**src/rtl/dcf77_sync_ctrl_pkg.sv**
```systemverilog
// Shared types and constants for the DCF77 sync controller.
package dcf77_sync_ctrl_pkg;

    localparam int unsigned GAP_W    = 13;
    localparam int unsigned ERR_W    = 2;
    localparam int unsigned HO_MIN_W = 11;

    typedef logic [GAP_W-1:0] gap_t;
    typedef logic [7:0]       bcd_t;

    typedef enum logic [1:0] {
        UNLOCKED  = 2'd0,
        CANDIDATE = 2'd1,
        LOCKED    = 2'd2,
        HOLDOVER  = 2'd3
    } sync_state_t;

    // Decoded DCF77 date/time payload, all fields BCD.
    typedef struct packed {
        bcd_t year;
        bcd_t month;
        bcd_t day_of_week;
        bcd_t day;
        bcd_t hour;
        bcd_t minute;
    } date_time_t;

    localparam gap_t GAP_MIN       = 13'd5900;
    localparam gap_t GAP_MAX       = 13'd6100;
    localparam gap_t GAP_TIMEOUT   = 13'd6200;
    localparam gap_t TICKS_PER_MIN = 13'd6000;
    localparam gap_t GAP_SAT       = 13'd8191;

    localparam logic [ERR_W-1:0]    ERR_LIMIT  = 2'd3;
    localparam logic [HO_MIN_W-1:0] HO_MIN_SAT = 11'd2047;
    localparam bcd_t                BCD_59     = 8'h59;

    // BCD minute + 1, wrapping 59 -> 00.
    function automatic bcd_t bcd_min_inc(input bcd_t m);
        bcd_t r;
        if (m[3:0] == 4'd9) begin
            r[3:0] = 4'd0;
            r[7:4] = (m[7:4] >= 4'd5) ? 4'd0 : m[7:4] + 4'd1;
        end else begin
            r[7:4] = m[7:4];
            r[3:0] = m[3:0] + 4'd1;
        end
        return r;
    endfunction

endpackage

```
**src/rtl/dcf77_sync_ctrl_if.sv**
```systemverilog
// Date/time bus from the DCF77 decoder, held stable between minute markers.
interface if_date_time;
    import dcf77_sync_ctrl_pkg::*;

    date_time_t dt;

    modport master (output dt);
    modport slave  (input  dt);
endinterface

```
**src/rtl/dcf77_sync_ctrl_frame_check.sv**
```systemverilog
// Combinational plausibility test: new frame is the stored frame plus one minute,
// arriving with a marker spacing of one (possibly leap-second) minute.
module dcf77_frame_check
    import dcf77_sync_ctrl_pkg::*;
(
    input  date_time_t i_stored,
    input  date_time_t i_new,
    input  gap_t       i_gap,
    output logic       o_plausible_c
);

    logic w_gap_ok;
    logic w_min_ok;
    logic w_rest_ok;

    // Gap window, minute step, and unchanged upper fields unless the hour rolls.
    always_comb begin
        w_gap_ok  = (i_gap >= GAP_MIN) && (i_gap <= GAP_MAX);
        w_min_ok  = (i_new.minute == bcd_min_inc(i_stored.minute));
        w_rest_ok = (i_stored.minute == BCD_59) ||
                    ((i_new.hour        == i_stored.hour)        &&
                     (i_new.day         == i_stored.day)         &&
                     (i_new.day_of_week == i_stored.day_of_week) &&
                     (i_new.month       == i_stored.month)       &&
                     (i_new.year        == i_stored.year));
        o_plausible_c = w_gap_ok && w_min_ok && w_rest_ok;
    end

endmodule

```
**src/rtl/dcf77_sync_ctrl.sv**
```systemverilog
// DCF77 lock controller: qualifies decoded minute frames and issues one sync
// request per accepted frame to a free-running clock, with holdover tracking.
module dcf77_sync_ctrl
    import dcf77_sync_ctrl_pkg::*;
(
    input  logic                clk,
    input  logic                reset,
    input  logic                clk_en,
    input  logic                frame_valid,
    input  logic                frame_error,
    if_date_time.slave          dcf77,
    output logic                dcf77_sync,
    output logic                locked,
    output sync_state_t         state,
    output logic [HO_MIN_W-1:0] holdover_minutes
);

    sync_state_t         r_state,    w_state_n;
    gap_t                r_gap,      w_gap_n;
    logic [ERR_W-1:0]    r_err_cnt,  w_err_n;
    date_time_t          r_frame,    w_frame_n;
    logic                r_sync,     w_sync_n;
    logic                r_locked,   w_locked_n;
    gap_t                r_ho_ticks, w_ho_ticks_n;
    logic [HO_MIN_W-1:0] r_ho_min,   w_ho_min_n;
    logic                r_primed,   w_primed_n;

    logic             w_marker;
    logic             w_valid;
    logic             w_error;
    logic             w_plausible;
    logic             w_good;
    logic             w_timeout;
    logic             w_accept;
    gap_t             w_gap_inc;
    gap_t             w_ho_tick_inc;
    logic [ERR_W-1:0] w_err_inc;

    dcf77_frame_check u_check (
        .i_stored      (r_frame),
        .i_new         (dcf77.dt),
        .i_gap         (r_gap),
        .o_plausible_c (w_plausible)
    );

    // Marker decode; a simultaneous valid and error is treated as an error.
    assign w_marker      = frame_valid | frame_error;
    assign w_valid       = frame_valid & ~frame_error;
    assign w_error       = frame_error;
    assign w_good        = w_valid & w_plausible;
    assign w_gap_inc     = (r_gap == GAP_SAT) ? r_gap : r_gap + 13'd1;
    assign w_timeout     = ~w_marker && (w_gap_inc >= GAP_TIMEOUT);
    assign w_ho_tick_inc = r_ho_ticks + 13'd1;
    assign w_err_inc     = r_err_cnt + 2'd1;

    // Next-state and next-value logic; nothing changes without clk_en.
    always_comb begin
        w_state_n    = r_state;
        w_gap_n      = r_gap;
        w_err_n      = r_err_cnt;
        w_frame_n    = r_frame;
        w_sync_n     = r_sync;
        w_ho_ticks_n = r_ho_ticks;
        w_ho_min_n   = r_ho_min;
        w_primed_n   = r_primed;
        w_accept     = 1'b0;

        if (clk_en) begin
            w_sync_n = 1'b0;
            w_gap_n  = w_marker ? '0 : w_gap_inc;
            if (w_valid) begin
                w_frame_n = dcf77.dt;
            end

            // Minutes of holdover, counted only while already in HOLDOVER.
            if (r_state == HOLDOVER) begin
                if (w_ho_tick_inc == TICKS_PER_MIN) begin
                    w_ho_ticks_n = '0;
                    if (r_ho_min != HO_MIN_SAT) begin
                        w_ho_min_n = r_ho_min + 11'd1;
                    end
                end else begin
                    w_ho_ticks_n = w_ho_tick_inc;
                end
            end else begin
                w_ho_ticks_n = '0;
            end

            case (r_state)
                UNLOCKED: begin
                    if (w_valid) begin
                        w_state_n = CANDIDATE;
                    end
                end
                CANDIDATE: begin
                    if (w_good) begin
                        w_accept = 1'b1;
                    end else if (w_error || w_timeout) begin
                        w_state_n = UNLOCKED;
                    end
                end
                LOCKED: begin
                    if (w_good) begin
                        w_accept = 1'b1;
                    end else if (w_marker) begin
                        w_err_n = w_err_inc;
                        if (w_err_inc == ERR_LIMIT) begin
                            w_state_n  = HOLDOVER;
                            w_primed_n = 1'b0;
                        end
                    end else if (w_timeout) begin
                        w_state_n  = HOLDOVER;
                        w_primed_n = 1'b0;
                    end
                end
                HOLDOVER: begin
                    // A frame must first be captured inside holdover before relocking.
                    if (w_good && r_primed) begin
                        w_accept = 1'b1;
                    end else if (w_valid) begin
                        w_primed_n = 1'b1;
                    end
                end
                default: begin
                    w_state_n = UNLOCKED;
                end
            endcase

            if (w_accept) begin
                w_state_n  = LOCKED;
                w_sync_n   = 1'b1;
                w_err_n    = '0;
                w_ho_min_n = '0;
            end
        end

        w_locked_n = (w_state_n == LOCKED);
    end

    // State and datapath registers with asynchronous reset.
    always_ff @(posedge clk or posedge reset) begin
        if (reset) begin
            r_state    <= UNLOCKED;
            r_gap      <= '0;
            r_err_cnt  <= '0;
            r_frame    <= '0;
            r_sync     <= 1'b0;
            r_locked   <= 1'b0;
            r_ho_ticks <= '0;
            r_ho_min   <= '0;
            r_primed   <= 1'b0;
        end else begin
            r_state    <= w_state_n;
            r_gap      <= w_gap_n;
            r_err_cnt  <= w_err_n;
            r_frame    <= w_frame_n;
            r_sync     <= w_sync_n;
            r_locked   <= w_locked_n;
            r_ho_ticks <= w_ho_ticks_n;
            r_ho_min   <= w_ho_min_n;
            r_primed   <= w_primed_n;
        end
    end

    assign dcf77_sync       = r_sync;
    assign locked           = r_locked;
    assign state            = r_state;
    assign holdover_minutes = r_ho_min;

endmodule

```
**src/flat_wrapper.sv**
```systemverilog
// flat-port wrapper written by rule: the top's interface ports become plain ports
module dcf77_sync_ctrl_flat import dcf77_sync_ctrl_pkg::*;
  (clk, reset, clk_en, frame_valid, frame_error, dcf77_sync, locked, state, holdover_minutes, dcf77_dt);
  if_date_time dcf77_i ();
  input  logic clk;
  input  logic reset;
  input  logic clk_en;
  input  logic frame_valid;
  input  logic frame_error;
  output logic dcf77_sync;
  output logic locked;
  output sync_state_t state;
  output logic [HO_MIN_W-1:0] holdover_minutes;
  input wire logic [$bits(dcf77_i.dt)-1:0] dcf77_dt;
  assign dcf77_i.dt = dcf77_dt;
  dcf77_sync_ctrl u_core (.clk(clk), .reset(reset), .clk_en(clk_en), .frame_valid(frame_valid), .frame_error(frame_error), .dcf77(dcf77_i), .dcf77_sync(dcf77_sync), .locked(locked), .state(state), .holdover_minutes(holdover_minutes));
endmodule
```
**config.mk**
```make
export PLATFORM = sky130hd
export DESIGN_NAME = dcf77_sync_ctrl_flat
export DESIGN_NICKNAME = d
export VERILOG_FILES = /design/src/rtl/dcf77_sync_ctrl_pkg.sv /design/src/rtl/dcf77_sync_ctrl_if.sv /design/src/rtl/dcf77_sync_ctrl_frame_check.sv /design/src/rtl/dcf77_sync_ctrl.sv /design/src/flat_wrapper.sv
export SDC_FILE = /design/constraint.sdc
export NUM_CORES = 1
export LEC_CHECK = 0
export CAP_MARGIN = 5
export CORE_MARGIN = 8
export CORE_UTILIZATION = 50
export CTS_CLUSTER_SIZE = 20
export DETAILED_ROUTE_END_ITERATION = 12
export PLACE_DENSITY_LB_ADDON = 0.15
export SYNTH_ARGS = -nofsm -noshare
export SYNTH_HDL_FRONTEND = slang
export SYNTH_SLANG_ARGS = --single-unit
```
**constraint.sdc**
```tcl
create_clock -name clk -period 8.13 [get_ports clk]
set_clock_uncertainty 0.15 [all_clocks]
set_input_delay 1.2195 -clock clk [delete_from_list [all_inputs] [get_ports clk]]
set_output_delay 1.2195 -clock clk [all_outputs]
set_load 0.02 [all_outputs]
```
==> results of run 1 <==
==> layout make-up <==
cell class	count	area [sq um]
fill	976	4350
multi-input combinational	424	3030
sequential	92	2300
timing repair buffer	70	693
tap	140	175
clock buffer	9	124
inverter	23	87.6
clock inverter	7	76.3
==> cell usage after synthesis, types with 5 or more instances <==
library cell / number
a22o_1: 5
xor2_1: 51
a211oi_1: 7
and4_1: 5
nand2b_1: 10
nor4_1: 16
or3_1: 7
and3_1: 8
a21oi_1: 22
mux2_2: 49
ha_1: 12
o21ai_0: 31
buf_2: 8
inv_1: 23
nand3_1: 17
dfrtp_1: 92
xnor2_1: 5
o31ai_1: 10
mux2i_1: 6
nor3_1: 10
nor2_1: 32
nor2b_1: 7
nand4_1: 12
a31oi_1: 6
clkbuf_1: 16
nand2_1: 40
==> cells by family (layout without fill, tap and decap cells) <==
family	Yosys count	count (layout)	synth area share, %
buffers and inverters	51	109	3.69
AOI/OAI and AO/OA	112	112	13.4
and+or+nand+nor	189	189	18.7
DFF	92	92	41.6
xor gates and xnor gates	56	56	8.86
muxes	55	55	11.1
adders and majority gates	12	12	2.71
==> worst max-delay path, delay by kind of cell <==
kind / cells / cell delay [ps]
AO/OA/AOI/OAI: 2 / 460
AND/OR/NAND/NOR: 6 / 1730
buffers and inverters: 1 / 590
==> metal layers <==
metal	track usage, %	routed length [microns]	vias up
met3	3.54	562	12
met4	5.01	132	0
met1	22.5	5540	2147
li1	-	-	2174
met5	0	0	-
met2	29.2	6000	106
==> power by group through the flow <==
stage / Clock, mW / Combinational [mW] / Sequential, mW
after floorplan: 0 / 0.165 / 0.546
after global placement: 0 / 0.223 / 0.555
after detailed placement: 0 / 0.229 / 0.558
after CTS: 0.328 / 0.230 / 0.549
after global routing: 0.346 / 0.255 / 0.557
final: 0.318 / 0.227 / 0.549
==> sequential cells by signal (all words and copies together) (netlist names) <==
name / count
u_core.state: 2
u_core.r_gap: 13
u_core.r_primed: 1
u_core.r_ho_ticks: 13
u_core.r_frame: 48
u_core.dcf77_sync: 1
u_core.holdover_minutes: 11
u_core.r_err_cnt: 2
u_core.locked: 1
==> path summary, 6_finish.rpt <==
path,cells past startpoint,slack [ps],end
max in group asynchronous,3,5630,u_core.r_frame[2]$_DFFE_PP0P_
hold reg to reg,1,360,u_core.r_ho_ticks[12]$_DFFE_PP0P_
hold / removal,1,360,u_core.r_ho_ticks[12]$_DFFE_PP0P_
min in group asynchronous,2,1110,u_core.holdover_minutes[6]$_DFFE_PP0P_
setup reg to reg,9,4930,u_core.locked$_DFF_PP0_
setup / recovery,9,4240,u_core.holdover_minutes[1]$_DFFE_PP0P_
==> metrics by stage <==
step / instance area (sq um) / cells / util [%] / power, mW / setup slack, ps
2_1_floorplan: 5530 / 567 / - / 0.710 / 4370
3_3_place_gp: 6290 / 749 / 58.0 / 0.778 / 3930
3_5_place_dp: 6290 / 749 / 58.0 / 0.787 / 3860
4_1_cts: 6490 / 765 / 59.9 / 1.11 / 4240
5_1_grt: 6490 / 765 / 59.9 / 1.16 / 4020
6_report: 6490 / 765 / 59.9 / 1.09 / 4240
==> summary.txt, run 1 <==
outcome: finished clean
combinational power share: 20.8%
routed wire length: 12200 microns
via density per instance: 5.80
first-pass GRT wire length: 21200 microns
start-to-end type of the worst setup path: in -> reg
register bit count reported by yosys: 92
Unique masters post-synth: 63
clock tree from TritonCTS: built
Setup Fix Bufs, Post-CTS: 0
kind of launch point of the worst setup path: primary input
clock root buffer: clkbuf_8
Inserted Clock Buffers: 9
starting utilization of the core area: 51.1%
synthesized instance count: 567
cell chain of the critical path: clkdlybuf4s50_1, and2b_1, nand4_1, or4_1, a211oi_1, and4_1, and3_1, nor3b_1, a31o_2
die height: 121 microns
final weighted congestion in routability-driven placement: 0.871
Max Clock Freq: 257 MHz
Static Leakage: 2.67 nW
launch instance of the worst min-delay path: u_core.r_ho_ticks[12]$_DFFE_PP0P_
top cell type's share of synthesized area: 41.6%
residual antenna-violating net count after detailed routing: 0
category of the worst setup path capture point: flop
Final Hold Vio Count: 0
remaining max-slew budget at the tightest pin: 23.7%
Tightest Hold Check Type: reg -> reg
Port Buf Inserts: 67
worst-margin pin slew: 1140 ps
final worst path period need: 3890 ps
Clk Latency, worst-skew pair: 380 ps
Die Footprint: 0.0147 sq mm
Crit-path slowest cell: clkdlybuf4s50_1
total DRC errors in the routed layout: 0
final-report max-slew violation count: 0
grt ovf: 0
data required time at the worst endpoint: 8240 ps
synth-to-layout area growth: 17.3%
number of rows in the core area: 38
global-route usage over all layers: 17.5%
vias in the first global route: 4480
area of the core: 0.0108 sq mm
dominant cell type by area after synthesis: dfrtp_1
final setup violation count: 0
share of power burned in registers: 50.2%
Setup TNS: 0 ps
maximum single-stage delay on the critical path: 590 ps
sequential cell area fraction in the yosys report: 41.6%
H-tree depth reported by CTS: 3
layout cell share with drive strength beyond 1: 13.0%
setup repair after global routing missed its margin: no
via count of the routed design: 4439
antenna violations before repair: 0
net switching power of the design: 344 uW
Antenna Diode Count: 0
arrival time of data at the critical path endpoint: 4010 ps
die width: 121 microns
Hold Buf Count CTS: 0
synth warn: 0
area of the mapped netlist: 0.00553 sq mm
most frequent cells in the layout: 92 x dfrtp_1, 67 x clkdlybuf4s50_1, 51 x xor2_1
Synth async-reset ratio: 100%
proportion of power drawn by the clock network: 29.0%
number of buffers on the longest clock path: 2
clock transition time at the flip-flop clock pins of the worst setup and hold paths: 110 ps
Critical Path Start: frame_valid
Hold Worst Slack: 355 ps
top flip-flop cell by instance count after synthesis: dfrtp_1
synthesized netlist net count: 632
switching share of power: 31.4%
pin count of the biggest net entering global routing: 52
Max rail drop VDD: 124 uV
Crit Reg-Reg Startpoint: u_core.r_gap[0]$_DFFE_PP0P_
wire length per cell: 16.0 microns
most frequent standard cell in the layout excluding fill and tap cells: dfrtp_1
1st-pass router iterations: 5
share of the clock period used by the worst path: 47.9%
number of sinks handled by clock tree synthesis: 92
cell types occupying the most area after synthesis: dfrtp_1 42%, mux2_2 10%, xor2_1 8.1%
total half-perimeter wirelength after legalization and detailed placement: 8920 microns
I/O pin cnt: 68
net total in the final layout: 685
EDFF count, synth: 0
internal portion of total power: 750 uW
# Max-Cap Violations: 0
worst-path fanout max: 13
synthesized area per cell: 9.76 sq um
power density over cell area: 169 mW/mm^2
number of DRC markers in iteration 0: 315
number of gates given a new drive strength after cts: 0
No activity file was read; power rests on OpenSTA's default activity.
==> inputs of run 2 (changes only) <==
- clock period: 8.13 -> 3.9 ns (I/O delays scaled with it)
==> summary.txt, run 2 (synthesized netlist as in run 1, its figures left out) <==
outcome: finished clean
clock root buffer: clkbuf_8
total placed cells including tap cells: 752 (+0.40%)
clock transition time at the flip-flop clock pins of the worst setup and hold paths: 100 ps (about the same)
1st-pass router iterations: 4 (-1)
antenna violations before repair: 0 (unchanged)
number of sinks handled by clock tree synthesis: 92 (unchanged)
final worst path period need: 3160 ps
Static Leakage: 2.68 nW (+0.13%)
synth-to-layout area growth: 17.7%
Register-to-Register Setup Slack: 740 ps (-4190 ps)
register name with the most flops: u_core.r_frame
starting utilization of the core area: 51.1% (unchanged)
Post-Layout Cell Count: 768 (+0.39%)
vias in the first global route: 4472 (-0.18%)
Crit Reg-Reg Startpoint: u_core.r_gap[0]$_DFFE_PP0P_
R2R Path End: u_core.locked$_DFF_PP0_
Hold Buf Count CTS: 0 (unchanged)
wire length per cell: 15.8 microns (-1.2%)
Antenna Diode Count: 0 (unchanged)
sink of the worst hold path: u_core.r_ho_ticks[12]$_DFFE_PP0P_
pin count of the biggest net entering global routing: 50 (-3.8%)
worst-path fanout max: 7 (-6)
via density per instance: 5.76 (-0.70%)
die width: 121 microns (unchanged)
Setup TNS: 0 ps (unchanged)
final setup violation count: 0 (unchanged)
hold path depth: 1 (unchanged)
routed wire length: 12100 microns (-0.83%)
start-to-end type of the worst setup path: reg -> reg
Max rail drop VDD: 208 uV (+68%)
number of gates given a new drive strength after cts: 0 (unchanged)
max reg flops: 48 (unchanged)
net total in the final layout: 688 (+0.44%)
global-route usage over all layers: 17.7% (+0.20 points)
Die Footprint: 0.0147 sq mm (unchanged)
data required time at the worst endpoint: 4040 ps (-4200 ps)
Inserted Clock Buffers: 9 (unchanged)
kind of launch point of the worst setup path: flop
largest registers: u_core.r_frame: 48 flops, u_core.r_gap: 13 flops, u_core.r_ho_ticks: 13 flops
Port Buf Inserts: 67 (unchanged)
area of the core: 0.0108 sq mm (unchanged)
grt ovf: 0 (unchanged)
H-tree depth reported by CTS: 3 (unchanged)
most frequent cells in the layout: 92 x dfrtp_1, 67 x clkdlybuf4s50_1, 51 x xor2_1
remaining max-slew budget at the tightest pin: 48.1% (+24 points)
residual antenna-violating net count after detailed routing: 0 (unchanged)
power density over cell area: 345 mW/mm^2 (+100%)
final-report max-slew violation count: 0 (unchanged)
via count of the routed design: 4425 (-0.32%)
power after layout: 2.25 mW (+110%)
die height: 121 microns (unchanged)
Clk Latency, worst-skew pair: 360 ps (-20 ps)
clock tree from TritonCTS: built
Max Clock Freq: 317 MHz
arrival time of data at the critical path endpoint: 3290 ps (-720 ps)
Setup Fix Bufs, Post-CTS: 0 (unchanged)
most frequent standard cell in the layout excluding fill and tap cells: dfrtp_1
share of the clock period used by the worst path: 81.0%
launch instance of the worst min-delay path: u_core.r_ho_ticks[12]$_DFFE_PP0P_
Final Hold Vio Count: 0 (unchanged)
category of the worst setup path capture point: flop
number of rows in the core area: 38 (unchanged)
first-pass GRT wire length: 21500 microns (+1.4%)
Tightest Hold Check Type: reg -> reg
total DRC errors in the routed layout: 0 (unchanged)
# Max-Cap Violations: 0 (unchanged)
number of buffers on the longest clock path: 2 (unchanged)
total half-perimeter wirelength after legalization and detailed placement: 9050 microns (+1.5%)
count of filler cells inserted in the layout: 954 (-2.3%)
Critical Path Start: u_core.r_gap[0]$_DFFE_PP0P_
setup repair after global routing missed its margin: no
worst-margin pin slew: 769 ps (-371 ps)
final weighted congestion in routability-driven placement: 0.896 (+2.9%)
number of DRC markers in iteration 0: 281 (-11%)
layout cell share with drive strength beyond 1: 13.4% (+0.42 points)
length in cells of the worst reg-to-reg path: 9 (unchanged)
I/O pin cnt: 68 (unchanged)
[run 2: cell types whose count changed in the layout (fill, tap and decap cells not counted)]
cell | previous run | this run
clkinv_4 | 1 | 0
clkinvlp_4 | 0 | 3
buf_12 | 0 | 1
buf_4 | 3 | 5
inv_8 | 3 | 1
[run 2: stage by stage]
step	cell area [sq um]	worst slack, ps	utilization, %	hold slack (ps)
after CTS	6520	768	60.1	353
after global routing	6520	453	60.1	375
after detailed placement	6320	402	58.3	330
after floorplan	5530	773	-	296
final	6520	742	60.1	350
after global placement	6320	442	58.3	330
[run 2: worst max path at each step]
stage                                                   to  slack (ps)
floorplan                    u_core.dcf77_sync$_DFFE_PP0P_         770
global placement    u_core.holdover_minutes[1]$_DFFE_PP0P_         440
detailed placement         u_core.r_err_cnt[0]$_DFFE_PP0P_         400
CTS                                u_core.locked$_DFF_PP0_         770
global route                       u_core.locked$_DFF_PP0_         450
finish                             u_core.locked$_DFF_PP0_         740
[run 2: cell type report]
type / instances / area (sq um) / area share (%)
well taps: 140 / 175 / 2.69
clock inverters: 7 / 67.6 / 1.04
repair buffers: 73 / 728 / 11.2
clock buffers: 9 / 124 / 1.90
flip-flops and latches: 92 / 2300 / 35.3
inverters: 23 / 87.6 / 1.34
multi-input cells: 424 / 3030 / 46.5
[run 2: worst max-delay path, stage by stage, from the launching register on]
cell and delay [ps]:
dfrtp_1 460, ha_1 300, nand4_1 270, or4_1 680, nand3_1 130, o221ai_1 210
a211o_1 290, a311oi_1 310, o31ai_1 140, a21oi_1 140
[run 2: layer usage]
metal,global-route usage [%],vias up,routed length [microns]
met2,29.9,91,6000
met5,0,-,0
met4,4.24,0,116
met1,22.3,2155,5460
li1,-,2170,-
met3,4.37,9,568
[run 2: power by group]
part,switching (mW),internal [mW],total [mW]
clock network,0.377,0.246,0.623
registers,0.0934,1.05,1.15
logic,0.222,0.256,0.478
total,0.692,1.56,2.25
